`src/rtl/row_pulse_gate.sv`:
```
// row_pulse_gate: gates and stretches divided laser pulses into rows.
// Asynchronous pulse and velocity inputs are synchronized. Edges inside an
// active row are counted and stretched. A row ends when it reaches its
// programmed length or when constant_v falls. When en_rowpack is low, every
// edge passes straight through to the stretcher (bypass).

module row_pulse_gate #(
   parameter int SYNC_STAGES = 2,
   parameter int PULSE_W     = 4,
   parameter int CNT_W       = 16
) (
   input  logic             sys_clk,
   input  logic             rst_n,
   input  logic             divided_pulse,
   input  logic             constant_v,
   input  logic             en_rowpack,
   input  logic [CNT_W-1:0] row_size,
   output logic             gated_pulse,
   output logic             row_active,
   output logic             row_done,
   output logic [CNT_W-1:0] pulse_index,
   output logic [CNT_W-1:0] row_count,
   output logic             overrun
);

   localparam logic [1:0] S_IDLE  = 2'd0;
   localparam logic [1:0] S_ARMED = 2'd1;
   localparam logic [1:0] S_ROW   = 2'd2;
   localparam logic [1:0] S_DONE  = 2'd3;

   localparam logic [7:0] WIDTH_RELOAD = 8'(PULSE_W - 1);

   // Bit 0 carries divided_pulse and bit 1 carries constant_v through the
   // same flop chain, so both inputs see identical latency.
   logic [SYNC_STAGES-1:0][1:0] sync_q;
   logic [1:0]                  dly_q;
   logic [1:0]                  sync_s;
   logic [SYNC_STAGES+1:0]      prime_q;
   logic                        primed;
   logic                        dp_rise_q;
   logic                        cv_rise_q;
   logic                        cv_fall_q;
   logic                        cv_lvl;

   logic [1:0]       state_q;
   logic [1:0]       state_nxt;
   logic [CNT_W-1:0] row_limit;
   logic [CNT_W-1:0] index_plus;
   logic [7:0]       width_cnt;

   logic fire;
   logic cnt_inc;
   logic done_enter;
   logic load_limit;
   logic clr_index;

   assign sync_s     = sync_q[SYNC_STAGES-1];
   assign primed     = prime_q[SYNC_STAGES+1];
   assign cv_lvl     = dly_q[1];
   assign index_plus = pulse_index + CNT_W'(1);
   assign row_active = (state_q == S_ROW);

   // Synchronizer chains plus a one-flop delay used for edge detection.
   always_ff @(posedge sys_clk or negedge rst_n) begin
      if (!rst_n) begin
         sync_q <= '0;
         dly_q  <= '0;
      end else begin
         if (SYNC_STAGES > 1)
            sync_q <= {sync_q[SYNC_STAGES-2:0], {constant_v, divided_pulse}};
         else
            sync_q[0] <= {constant_v, divided_pulse};
         dly_q  <= sync_s;
      end
   end

   // After reset the chains fill up from zero. Edges are masked until real
   // input data has reached the delay flop, so an input that is already high
   // when reset releases is not seen as a new rising edge.
   always_ff @(posedge sys_clk or negedge rst_n) begin
      if (!rst_n) prime_q <= '0;
      else        prime_q <= {prime_q[SYNC_STAGES:0], 1'b1};
   end

   // Registered edge strobes. The extra register sets the documented
   // latency and keeps the FSM decode away from the synchronizer outputs.
   always_ff @(posedge sys_clk or negedge rst_n) begin
      if (!rst_n) begin
         dp_rise_q <= 1'b0;
         cv_rise_q <= 1'b0;
         cv_fall_q <= 1'b0;
      end else begin
         dp_rise_q <= primed &  sync_s[0] & ~dly_q[0];
         cv_rise_q <= primed &  sync_s[1] & ~dly_q[1];
         cv_fall_q <= primed & ~sync_s[1] &  dly_q[1];
      end
   end

   // Next-state and row-control decode. Disabling row packing overrides
   // everything else and forces IDLE.
   always_comb begin
      state_nxt  = state_q;
      fire       = 1'b0;
      cnt_inc    = 1'b0;
      done_enter = 1'b0;
      load_limit = 1'b0;
      clr_index  = 1'b0;
      case (state_q)
         S_IDLE:  state_nxt = S_ARMED;
         S_ARMED: begin
            if (cv_rise_q) begin
               state_nxt  = S_ROW;
               load_limit = 1'b1;
            end
         end
         S_ROW: begin
            if (cv_fall_q) begin
               // A short row ends here. A pulse edge in the same cycle is dropped.
               state_nxt  = S_DONE;
               done_enter = 1'b1;
            end else if (dp_rise_q) begin
               fire    = 1'b1;
               cnt_inc = 1'b1;
               if ((row_limit != '0) && (index_plus == row_limit)) begin
                  state_nxt  = S_DONE;
                  done_enter = 1'b1;
               end
            end
         end
         S_DONE: begin
            if (!cv_lvl) state_nxt = S_ARMED;
         end
         default: state_nxt = S_IDLE;
      endcase
      if (!en_rowpack) begin
         state_nxt  = S_IDLE;
         clr_index  = 1'b1;
         cnt_inc    = 1'b0;
         done_enter = 1'b0;
         load_limit = 1'b0;
         fire       = (state_q == S_IDLE) & dp_rise_q;
      end
   end

   // FSM state register.
   always_ff @(posedge sys_clk or negedge rst_n) begin
      if (!rst_n) state_q <= S_IDLE;
      else        state_q <= state_nxt;
   end

   // Row limit, pulse index, completed-row count and the row_done strobe.
   always_ff @(posedge sys_clk or negedge rst_n) begin
      if (!rst_n) begin
         row_limit   <= '0;
         pulse_index <= '0;
         row_count   <= '0;
         row_done    <= 1'b0;
      end else begin
         if (load_limit) row_limit <= row_size;
         if (clr_index || load_limit) pulse_index <= '0;
         else if (cnt_inc)            pulse_index <= index_plus;
         if (done_enter) row_count <= row_count + CNT_W'(1);
         row_done <= done_enter;
      end
   end

   // Pulse stretcher. A fire while the output is already high reloads the
   // width counter, so the output stays high continuously.
   always_ff @(posedge sys_clk or negedge rst_n) begin
      if (!rst_n) begin
         gated_pulse <= 1'b0;
         width_cnt   <= '0;
      end else if (fire) begin
         gated_pulse <= 1'b1;
         width_cnt   <= WIDTH_RELOAD;
      end else if (width_cnt != '0) begin
         width_cnt   <= width_cnt - 8'd1;
      end else begin
         gated_pulse <= 1'b0;
      end
   end

   // Sticky overrun flag, set by a fire that lands on an active pulse.
   always_ff @(posedge sys_clk or negedge rst_n) begin
      if (!rst_n)                    overrun <= 1'b0;
      else if (fire && gated_pulse) overrun <= 1'b1;
   end

endmodule
```
`config.mk`:
```
export PLATFORM = sky130hd
export DESIGN_NAME = row_pulse_gate
export DESIGN_NICKNAME = d
export VERILOG_FILES = /design/src/rtl/row_pulse_gate.sv
export SDC_FILE = /design/constraint.sdc
export NUM_CORES = 1
export LEC_CHECK = 0
export ABC_AREA = 1
export CORE_UTILIZATION = 35
export DETAILED_ROUTE_END_ITERATION = 12
export GPL_TIMING_DRIVEN = 0
export PLACE_DENSITY = 0.57
export SETUP_SLACK_MARGIN = 0.15
export SYNTH_ARGS = -nofsm -noshare
export SYNTH_HDL_FRONTEND = slang
export SYNTH_SLANG_ARGS = --single-unit
```
`constraint.sdc`:
```
create_clock -name sys_clk -period 5.51 [get_ports sys_clk]
set_input_delay 1.653 -clock sys_clk [delete_from_list [all_inputs] [get_ports sys_clk]]
set_output_delay 1.653 -clock sys_clk [all_outputs]
set_load 0.005 [all_outputs]
```
-- Word-level counts from Yosys, hierarchy flattened
Cells that the tools add are included.
- bitwise gates (word level): 10
- $add $sub $neg: 3
- equality and inequality tests: 9
- reductions and logical operators: 9
- mux-type cells: 27
- operator list (operator ; count):
    16-bit by 1-bit adder with 16-bit output, second input constant ; 2
    16-bit 2-to-1 mux ; 2
    16-bit == test ; 1
    1-bit 2-to-1 mux ; 16
    8-bit 2-to-1 mux ; 2
    16-bit nonzero test ; 1
    2-bit 2-to-1 mux ; 6
    4-bit by 2-bit inequality test with 1-bit output, second input constant ; 2
    2-bit case mux with 4 select lines ; 1
    8-bit nonzero test ; 1
    8-bit by 1-bit subtractor with 8-bit output, second input constant ; 1
    1-bit AND ; 7
    3-bit inequality test, second input constant ; 2
    2-bit == test, second input constant ; 2
    4-bit AND reduction ; 1
    2-bit nonzero test ; 2
    1-bit NOT ; 3
    2-bit by 1-bit == test with 1-bit output, second input constant ; 1
    1-bit logical AND ; 2
    2-bit logical NOT ; 1
    2-bit inequality test, second input constant ; 1
    1-bit logical OR ; 1
- bits of input ports: 21
- output and inout port bits: 36
- register bits after elaboration: 74
- logic and storage cells: 73

-- Logic depth before layout (Yosys ltp)
- word-level depth: 8
- mapped depth: 17
- gate-level depth less buffers: 16

-- Worst setup path after synthesis
No wires, ideal clock.
- path type: input -> register
- start point: in en_rowpack
- end point: reg pulse_index[1]
- library setup time: 85 ps
- path slack: 2722 ps
- arrival: 2702 ps
- stages: 6
- buffers on the path: 0
- cells stage by stage: nand2_1 nor3_1 inv_1 nor2_1 clkinv_1 o21ai_0
- word-level cells in the longest chain between the ends: 3
- elaborated cells on any way between the ends: 6
- RTL lines (element ; RTL line ; RTL):
    from (decl) ; 16 ; input logic en_rowpack,
    1-bit 2-to-1 mux ; 135 ; if (!en_rowpack) begin
    1-bit logical OR ; 160 ; if (clr_index || load_limit) pulse_index <= '0;
    16-bit 2-to-1 mux / 2-bit nonzero test (equally long branches) ; -- ;
    to (signal assigned) ; 161 ; else if (cnt_inc) pulse_index <= index_plus;
    to (decl) ; 21 ; output logic [CNT_W-1:0] pulse_index,
Several ways; a longest one is shown, not always the timed one.
A chain may end at the register's enable or synchronous reset.

-- Worst setup path after layout
Same ends and word-level chain as after synthesis.

==> metrics.md <==
| Metric | Value |
|---|---|
| Status | completed |
| Placement Cell Area | 4800 µm² |
| Max Slew Vio Count | 0 |
| Die Height | 109 µm |
| CP Class | in2reg |
| Diode count | 0 |
| Area growth, synth to finish | 27.0% |
| Filler cells | 1125 |
| Yosys top cell by area | dfrtp_1 |
| Share of post-route cells with drive strength above 1 | 9.71% |
| Setup violators final | 0 |
| Main area contributors after synthesis | dfrtp_1, nand2_1, inv_1 |
| Core Area | 11000 µm² |
| CP startpoint kind | primary input |
| Ys flop type | dfrtp_1 |
| Post-Syn Nets | 534 |
| Clock buffer depth | 2 |
| Final Instance Area | 5130 µm² |
| Number of synthesized flops with an enable pin | 0 |
| Syn Inst Count | 504 |
| Worst setup EP type | flip-flop |
| Leak | 0.00237 µW |
| Hold path startpoint | prime_q[2] |
| Sequential area share after synthesis | 45.9% |
| Clock Root Buffer | clkbuf_16 |
| Hold/Removal Path Class | reg2reg |
| Hold endpoint | prime_q[3] |
| Gr ovfl total | 0 |
| CP max FO | 10 |
| Antenna violations before repair | 0 |
| H-tree depth | 3 |
| Path depth of the worst reg2reg path | 8 |
| Vias in the first global route | 3348 |
| Initial core utilization | 36.6% |
| DR iter-0 viols | 159 |
| GPL Wtd Cong | 0.812 |
| Overall Global Routing Usage | 17.0% |
| Avg Cell Area, Syn | 8.01 µm² |
| Routed WL per cell | 12.8 µm |
| Clock Skew | 0.00388 ns |
| Ys async rst share | 100% |
| Worst EP required | 5.75 ns |
| Fin nets | 602 |
| Buffers on Ports | 56 |
| F_max | 263 MHz |
| Die Wd | 109 µm |
| VDD IR max | 0.000275 V |
| Post-route DRC | 0 |
| Worst r2r src | state_q[0] |
| Crit path time final | 3.80 ns |
| DR vias/cell | 4.82 |
| First-pass GRT wire length | 15600 µm |
| Worst-skew pair later-pin latency | 0.34 ns |
| Count leader, synth | nand2_1 |
| RSZ-0062 raised after global routing | no |
| Yosys reg bits | 74 |
| Post-synth top area share | 45.9% |
| Post-route ant nets | 0 |
| TritonCTS sink count | 74 |
| Setup slack, reg-to-reg | 2.91 ns |
| Drt first pass iters | 4 |
| Fin crit share | 69.0% |
| Num CTS Buffers | 9 |
| Post-route setup TNS | 0 ns |
| Syn. warnings | 0 |
| Cell variety after synth | 33 |
| Worst flop-to-flop path endpoint | pulse_index[1] |
| Number of cell rows | 38 |
| WL final | 9200 µm |
| Via Count | 3455 |
| Commonest cells in the netlist | nand2_1, dfrtp_1, inv_1 |
| DP Wirelength | 6940 µm |
| Cell count of the worst hold path | 0 |
| Clock slew at reported path FFs | 0.06 ns |
| CTS tree | built |
| PD cells | 366 nW/µm² |
| Rel. slew slack | 39.3% |
| Post-CTS Setup Bufs | 0 |
| I/O pin count | 57 |
| Cell Area, Synth | 4040 µm² |
| CP arrival | 4.04 ns |
| Die ar. | 12000 µm² |
| Least-Margin Pin Slew | 0.903 ns |
| Post-CTS sizing | 0 |
| Hold-fix buffer count after cts | 0 |
| Final Hold Viols | 0 |
| Hold WS | 0.345 ns |
| Maxcap violations | 0 |
| Largest net degree at the start of global routing | 60 |
-- final cells by class --
class / instances / area [µm²] / area share (%)
Timing Repair Buffer: 57 / 586 / 11.4
Tap cell: 140 / 175 / 3.42
Inverter: 71 / 272 / 5.30
Clock inverter: 5 / 85.1 / 1.66
Multi-Input combinational cell: 351 / 1840 / 35.9
Sequential cell: 74 / 1850 / 36.1
Clock buffer: 11 / 243 / 4.74
Buffer: 8 / 73.8 / 1.44
-- stage by stage --
step | power [µW] | setup WS [ns] | utilization [%] | instances
after floorplan | 1060 | 2.72 | - | 504
after global placement | 1220 | 0.106 | 43.3 | 700
after detailed placement | 1240 | 1.41 | 43.5 | 701
after CTS | 1900 | 1.77 | 46.5 | 717
after global routing | 2000 | 1.58 | 46.5 | 717
final | 1870 | 1.71 | 46.5 | 717
-- cell families after synthesis --
group / share of synthesized area [%]
and+or+nand+nor: 28.5
buffers and inverters: 8.55
DFF: 45.9
AOI/OAI and AO/OA: 9.20
xor gates and xnor gates: 4.68
adders and majority gates: 2.79
other: 0.0929
muxes: 0.279
-- worst max-delay path by stage --
stage                     from        endpoint  slack, ns
global placement         rst_n   row_count[11]       0.11
finish              en_rowpack  pulse_index[1]       1.71
CTS                 en_rowpack  pulse_index[1]       1.77
global route        en_rowpack  pulse_index[1]       1.58
detailed placement  en_rowpack  pulse_index[1]       1.41
floorplan           en_rowpack  pulse_index[1]       2.72
-- registers in the layout, summed over array words and instances, names as in the netlist, 2 cells and up --
signal       count
prime_q          4
row_count       16
pulse_index     16
sync_s           2
sync_q           2
state_q          2
row_limit       16
width_cnt        8
dly_q            2
-- per-layer routing --
metal | track usage [%] | wire length, µm
met1 | 21.0 | 4240
met2 | 29.0 | 4410
met3 | 4.74 | 435
met4 | 4.95 | 109
met5 | 0 | 0
-- cells in the final DEF, fill, tap and decap left out, drive strengths merged, types with 2 or more instances in the layout --
cell	count
a21oi	22
a31oi	2
buf	6
bufinv	2
clkbuf	15
clkdlybuf4s50	55
clkinv	2
dfrtp	74
ha	9
inv	71
nand2	126
nand3	42
nand4	13
nor2	63
nor3	8
nor4	5
o21ai	29
o22ai	8
xnor2	6
xor2	13
-- power by group --
group | total [µW] | leakage (µW) | switching [µW] | internal (µW)
Combinational | 470 | 0.00134 | 256 | 214
Clock | 647 | 0.000157 | 235 | 412
Sequential | 757 | 0.000880 | 94.1 | 663
-- worst max-delay path, stage by stage --
cell	delay, ns
clkdlybuf4s50_1	0.56
nand2_1	0.14
nor3_1	0.25
inv_1	0.16
nor2_1	0.50
clkinv_1	0.48
o21ai_0	0.29
Note: power is estimated with default switching activity, not from simulation.
